## src/rtl/scr1_tcm_portb_arb.sv

```systemverilog
// Port-B arbiter/sequencer for the dual-port TCM: shares one 1-cycle synchronous port between LSU (r0) and system bus (r1).
// Build option: define SCR1_TCM_ARB_RR_EN for round-robin arbitration; default is fixed priority with an r1 starvation guard.

module scr1_tcm_portb_arb #(
  parameter int unsigned SCR1_SIZE       = 32'h00010000,
  parameter int unsigned SCR1_DWIDTH     = 64,
  parameter int unsigned SCR1_DBYTES     = SCR1_DWIDTH / 8,
  parameter int unsigned SCR1_STARVE_LIM = 4,
  localparam int unsigned AW             = $clog2(SCR1_SIZE)
) (
  input  logic                   clk,
  input  logic                   rst_n,
  // requester 0 (LSU)
  input  logic                   r0_req,
  input  logic                   r0_we,
  input  logic [AW-1:3]          r0_addr,
  input  logic [SCR1_DBYTES-1:0] r0_be,
  input  logic [SCR1_DWIDTH-1:0] r0_wdata,
  output logic                   r0_ack,
  output logic                   r0_resp,
  output logic [SCR1_DWIDTH-1:0] r0_rdata,
  // requester 1 (DMA / debug system bus)
  input  logic                   r1_req,
  input  logic                   r1_we,
  input  logic [AW-1:3]          r1_addr,
  input  logic [SCR1_DBYTES-1:0] r1_be,
  input  logic [SCR1_DWIDTH-1:0] r1_wdata,
  output logic                   r1_ack,
  output logic                   r1_resp,
  output logic [SCR1_DWIDTH-1:0] r1_rdata,
  // memory port B
  output logic                   renb,
  output logic                   wenb,
  output logic [SCR1_DBYTES-1:0] webb,
  output logic [AW-1:3]          addrb,
  output logic [SCR1_DWIDTH-1:0] datab,
  input  logic [SCR1_DWIDTH-1:0] qb
);

  logic w_r1_pri;   // r1 wins a conflict this cycle
  logic w_gnt0;
  logic w_gnt1;
  logic w_rd_gnt;

  logic r_resp_vld;
  logic r_resp_own;
  logic r_resp_rd;

`ifdef SCR1_TCM_ARB_RR_EN
  logic r_last_gnt;

  // The requester that did not win the previous grant wins the next conflict.
  assign w_r1_pri = ~r_last_gnt;

  // Reset value 1 makes requester 0 the preferred one after reset.
  always_ff @(posedge clk or negedge rst_n) begin
    if (!rst_n) begin
      r_last_gnt <= 1'b1;
    end else if (w_gnt0 | w_gnt1) begin
      r_last_gnt <= w_gnt1;
    end
  end
`else
  localparam logic [3:0] STARVE_LIM = 4'(SCR1_STARVE_LIM);

  logic [3:0] r_starve_cnt;

  assign w_r1_pri = (r_starve_cnt == STARVE_LIM);

  // Counts consecutive denied r1 cycles; a dropped request or a grant restarts the count.
  // NOTE: state registers use non-blocking assignments so every flop samples pre-edge values.
  always_ff @(posedge clk or negedge rst_n) begin
    if (!rst_n) begin
      r_starve_cnt <= 4'd0;
    end else if (!r1_req || w_gnt1) begin
      r_starve_cnt <= 4'd0;
    end else begin
      r_starve_cnt <= r_starve_cnt + 4'd1;
    end
  end
`endif

  // NOTE: every output of this always_comb is given a default first, so no latch is inferred.
  always_comb begin
    w_gnt0 = 1'b0;
    w_gnt1 = 1'b0;
    if (rst_n) begin
      w_gnt1 = r1_req & (~r0_req | w_r1_pri);
      w_gnt0 = r0_req & ~w_gnt1;
    end
  end

  assign w_rd_gnt = (w_gnt0 & ~r0_we) | (w_gnt1 & ~r1_we);

  assign r0_ack = w_gnt0;
  assign r1_ack = w_gnt1;

  assign renb  = w_rd_gnt;
  assign wenb  = (w_gnt0 & r0_we) | (w_gnt1 & r1_we);
  assign addrb = w_gnt1 ? r1_addr  : r0_addr;
  assign webb  = w_gnt1 ? r1_be    : r0_be;
  assign datab = w_gnt1 ? r1_wdata : r0_wdata;

  // Response pipe: reloaded every cycle; an async reset drops any in-flight response.
  always_ff @(posedge clk or negedge rst_n) begin
    if (!rst_n) begin
      r_resp_vld <= 1'b0;
      r_resp_own <= 1'b0;
      r_resp_rd  <= 1'b0;
    end else begin
      r_resp_vld <= w_gnt0 | w_gnt1;
      r_resp_own <= w_gnt1;
      r_resp_rd  <= w_rd_gnt;
    end
  end

  assign r0_resp  = r_resp_vld & ~r_resp_own;
  assign r1_resp  = r_resp_vld &  r_resp_own;
  assign r0_rdata = r_resp_rd ? qb : '0;
  assign r1_rdata = r_resp_rd ? qb : '0;

endmodule

```

## config.mk

```make
export PLATFORM = sky130hd
export DESIGN_NAME = scr1_tcm_portb_arb
export DESIGN_NICKNAME = d
export VERILOG_FILES = /design/src/rtl/scr1_tcm_portb_arb.sv
export SDC_FILE = /design/constraint.sdc
export NUM_CORES = 1
export LEC_CHECK = 0
export BUFFER_PORTS_ARGS = -buffer_cell sky130_fd_sc_hd__buf_2
export CAP_MARGIN = 20
export CORE_AREA = 4 4 174 176
export DETAILED_ROUTE_END_ITERATION = 8
export DIE_AREA = 0 0 178 180
export PLACE_DENSITY = 0.46
export SETUP_SLACK_MARGIN = 0.2
export SLEW_MARGIN = 20
export SYNTH_ARGS = -nofsm -noshare
export SYNTH_HDL_FRONTEND = slang
export SYNTH_SLANG_ARGS = --single-unit
```

## constraint.sdc

```tcl
create_clock -name clk -period 2.26 [get_ports clk]
set_clock_uncertainty 0.15 [all_clocks]
set_input_delay 0.452 -clock clk [delete_from_list [all_inputs] [get_ports clk]]
set_output_delay 0.452 -clock clk [all_outputs]
set_load 0.05 [all_outputs]
```

== Word level (Yosys, flattened, before mapping) ==
Cells that the tools add are included.

* Flip-flop bits (word level): 7
* Bits in latches: 0
* Bits in writable memories: 0
* ROM bits: 0
* Input port bits: 240
* Output and inout port bits: 219
* Logic and storage cells: 32
* Memories: 0

* $add $sub $neg: 1
* Multiply operators: 0
* Divide/modulo/power cells: 0
* $lt $le $gt $ge: 0
* Eq/ne operators: 1
* Shift operators: 0
* Mux-type cells: 7
* Bitwise operators: 17
* Reductions and logical operators: 2

{| class="wikitable"
|+ Operators with widths
! cell !! count
|-
| two-way mux 64 bit || 2
|-
| two-way mux 13 bit || 1
|-
| AND 1 bit || 8
|-
| two-way mux 8 bit || 1
|-
| inverter 1 bit || 5
|-
| adder 4 x 1 -> 4 bit, second input constant || 1
|-
| == test 4 x 3 -> 1 bit, second input constant || 1
|-
| two-way mux 4 bit || 1
|-
| bitwise OR 1 bit || 4
|-
| two-way mux 1 bit || 2
|-
| zero test 1 bit || 1
|-
| logical OR 1 bit || 1
|}

== Depth between registers and ports, before layout ==
* Depth after elaboration: 8
* Gate-level depth with buffers: 8
* Gate-level depth less buffers: 5

== Least setup slack after synthesis ==
Ideal clock, no wire load.

* Path type: register -> output
* From: register r_starve_cnt[0]
* To: output port renb
* Arrival time: 2.197 ns
* Required time: 1.658 ns
* Slack: -0.539 ns
* Stages on the path, launching flop included: 6
* Path buffers: 0
* Cells stage by stage: dfrtp_1 inv_1 ha_1 and3b_1 a21oi_1 a22o_1

* Longest elaborated chain between the ends: 8
* Elaborated cells on any way between the ends: 10
* Classes of those cells: eq/ne: 1; mux: 2; bitwise: 7

{| class="wikitable"
|+ Ends and longest elaborated chain
! what !! line !! RTL
|-
| start, declared || 66 || <nowiki>logic [3:0] r_starve_cnt;</nowiki>
|-
| start signal, assigned || 78 || <nowiki>r_starve_cnt <= r_starve_cnt + 4'd1;</nowiki>
|-
| == test 4 x 3 -> 1 bit || 68 || <nowiki>assign w_r1_pri = (r_starve_cnt == STARVE_LIM);</nowiki>
|-
| bitwise OR 1 bit || 88 || <nowiki>w_gnt1 = r1_req & (~r0_req | w_r1_pri);</nowiki>
|-
| AND 1 bit || 88 ||
|-
| inverter 1 bit || 89 || <nowiki>w_gnt0 = r0_req & ~w_gnt1;</nowiki>
|-
| AND 1 bit || 89 ||
|-
| two-way mux 1 bit || 87 || <nowiki>if (rst_n) begin</nowiki>
|-
| named net r0_ack || 19 || <nowiki>output logic r0_ack,</nowiki>
|-
| AND 1 bit || 93 || <nowiki>assign w_rd_gnt = (w_gnt0 & ~r0_we) | (w_gnt1 & ~r1_we);</nowiki>
|-
| bitwise OR 1 bit || 93 ||
|-
| end, declared || 32 || <nowiki>output logic renb,</nowiki>
|}

The timed path passes the listed nets, and every way through them passes these cells.

== Worst setup path after layout ==
* From: register r_starve_cnt[1]
* To: output port datab[59]

* Longest elaborated chain between the ends: 5

{| class="wikitable"
|+ Ends and longest elaborated chain
! what !! line !! RTL
|-
| == test 4 x 3 -> 1 bit || 68 ||
|-
| bitwise OR 1 bit || 88 ||
|-
| AND 1 bit || 88 ||
|-
| two-way mux 1 bit || 87 ||
|-
| two-way mux 64 bit || 102 || <nowiki>assign datab = w_gnt1 ? r1_wdata : r0_wdata;</nowiki>
|-
| end, declared || 36 || <nowiki>output logic [SCR1_DWIDTH-1:0] datab,</nowiki>
|}

No other way between the ends.

==> flow_summary.toml <==
[status]
outcome = "finished, violations left"
violations = "negative setup slack"

[floorplan]
initial_core_util = 0.0821
row_count = 62
die_h_um = 180
fp.dieArea_mm2 = 0.0320
core_mm2 = 0.0286
io_pins = 459
die_w_um = 178

[power]
leakage_nw = 3.42
peakVddDrop_mv = 0.223
powerDensity_mw_per_mm2 = 356

[timing]
fmax_ghz = 0.373
fin_tns_setup_ns = -31.45
final.min_clock_period_ns = 2.68
max_slew_margin = 0.728
final_max_slew_viol_count = 0
rsz0062_at_grt = "yes"
period_share = 1.19
hold_viol = 0
worstMarginPinSlew_ns = 0.404
setup_viol = 88
hold_ws_ns = 0.0129
layout_setup_ws_ns = -0.421

[final_layout]
syn2layout_area_growth_pct = 167
drive_gt1_frac = 0.955
final_util = 0.219
fin_nets = 910

[synthesis]
syn_area_mm2 = 0.00235
ys_seq_area_frac = 0.0745
yosysWarnings = 0
syn_nets = 503
netlist_top_cells_area = "mux2_2, buf_4, and2_1"
synth_edf_count = 0
ys.flop_type = "dfrtp_1"
ys_seq_elements = 7
synth_cells = 261
avgSynthCellArea_um2 = 9.01
yosys.area.top_type_share = 0.311
async_flop_share = 1.00
yosys.area.top_type = "mux2_2"
ys_types = 22

[route]
dr.first_iter.drc_count = 71
viasPerCell = 3.31
wire_per_inst_um = 17.5
drc = 0
vias = 3486
dr.pass1.iters = 4
ant_nets = 0
drt_wl_total_um = 18400

[worst_setup_path]
crit_type = "reg -> out"
crit_fanout = 6
worst-path-buf-inv = 5
crit_chain = "inv_1 -> ha_2 -> and3b_1 -> o211a_4 -> buf_12 -> buf_6 -> buf_6 -> mux2_4 -> buf_12"
cp_top_family = "buffers and inverters"
cpMaxStageDelayCell = "dfrtp_1"
worst_path_largest_cell_delay_ns = 0.33
cp-end-kind = "output port"
start_kind = "flip-flop"
cp.arrival_ns = 2.08
startpoint = "r_starve_cnt[1]"
r2r_start = "r_starve_cnt[1]"
required_ns = 1.66

[cts]
path_clk_slew_ns = 0.04
cts_root_buf = "clkbuf_16"
cts_buffers = 3
clockBufferDepth = 2
htree_levels = 1
clock_latency_ns = 0.23
cts_sinks = 7
cts_hold_buf = 0
cts_tree = "built"

[global_routing]
grt_pass1_wl_um = 24800
gr-total-overflow = 0
grt_max_degree = 65
grt_antenna_before_repair = 1
gr-usage-all-layers = 0.104
grt_pass1_vias = 3802

[placed_design]
numPortBuffers = 458
dp_hpwl_um = 16200
routabilityCongestion = 0.816
pre_cts_slack_ns = -0.336

[worst_hold_path]
min_path_type = "in -> async"

[job]
maxCapViolations = 0
[cell families after synthesis]
family	share of synthesized area
adder cells (fa/ha/maj)	0.0106
AND/OR/NAND/NOR	0.194
buffers and inverters	0.255
AO/OA/AOI/OAI	0.0192
flip-flops	0.0745
XOR/XNOR	0.00745
multiplexers	0.439
[cell type report]
class	instances	area (um2)
Fill cell	3104	22300
Timing Repair Buffer	483	3710
Multi-Input combinational cell	168	1810
Tap cell	384	480
Sequential cell	7	175
Clock buffer	4	78.8
Inverter	5	18.8
Antenna cell	1	2.50
[through the flow]
step           cells  power, W  instance area (um2)
2_1_floorplan    261   0.00122                 2500
3_3_place_gp    1041   0.00172                 5380
3_5_place_dp    1041   0.00172                 5380
4_1_cts         1051   0.00226                 6260
5_1_grt         1051   0.00233                 6280
6_report        1052   0.00224                 6280
[final timing paths]
check / endpoint / slack, ns / cells past startpoint
max reg2reg: r_resp_rd / 0.34 / 8
max: datab[59] / -0.42 / 9
max in group asynchronous: r_resp_own / 1.81 / 2
min: r_starve_cnt[2] / 0.01 / 2
min reg2reg: r_starve_cnt[0] / 0.44 / 2
min in group clk: r_resp_vld / 0.40 / 3
[synthesized netlist by cell type (2+ instances only)]
library cell and instances:
buf_6 4, ha_1 2, buf_2 6, a22o_1 2, and3_1 4, and2_1 65, inv_1 5, clkbuf_1 7
buf_4 64, dfrtp_1 7, mux2_2 65, mux2_4 20
[placed cells by master (no fill, tap or decap), types with 2 or more instances in the layout]
cell type  count
inv_1          4
buf_2        332
buf_16         2
buf_6         41
mux2_2        31
and2_2        60
buf_12        40
clkbuf_16      3
buf_8         30
clkbuf_4       2
and3_1         4
buf_4         36
dfrtp_1        7
and2_1         5
mux2_4        54
[flip-flops by register name, summed over array words and instances, names as in the netlist]
register      count
r_resp_own        1
r_resp_vld        1
r_resp_rd         1
r_starve_cnt      4
[per-layer routing]
layer / vias up / GRT usage / wire length, um
met1: 1570 / 0.119 / 6930
met4: 2 / 0.00866 / 119
met2: 281 / 0.201 / 9560
met5: - / 0 / 7
met3: 8 / 0.0246 / 1800
li1: 1625 / - / -
[repair_timing]
item | CTS | global route
gates resized for setup | 220 | 4
gates cloned | 2 | 0
pin swaps | 2 | 0
setup endpoints to repair | 89 | 91
endpoints found under the hold margin | 0 | 0
buffers inserted | 4 | 0
[power breakdown]
part,switching (W),internal [W]
sequential,0.00000333,0.000132
clock,0.0000674,0.000235
combinational,0.00108,0.000720
Power figures use the tool's default switching activity.
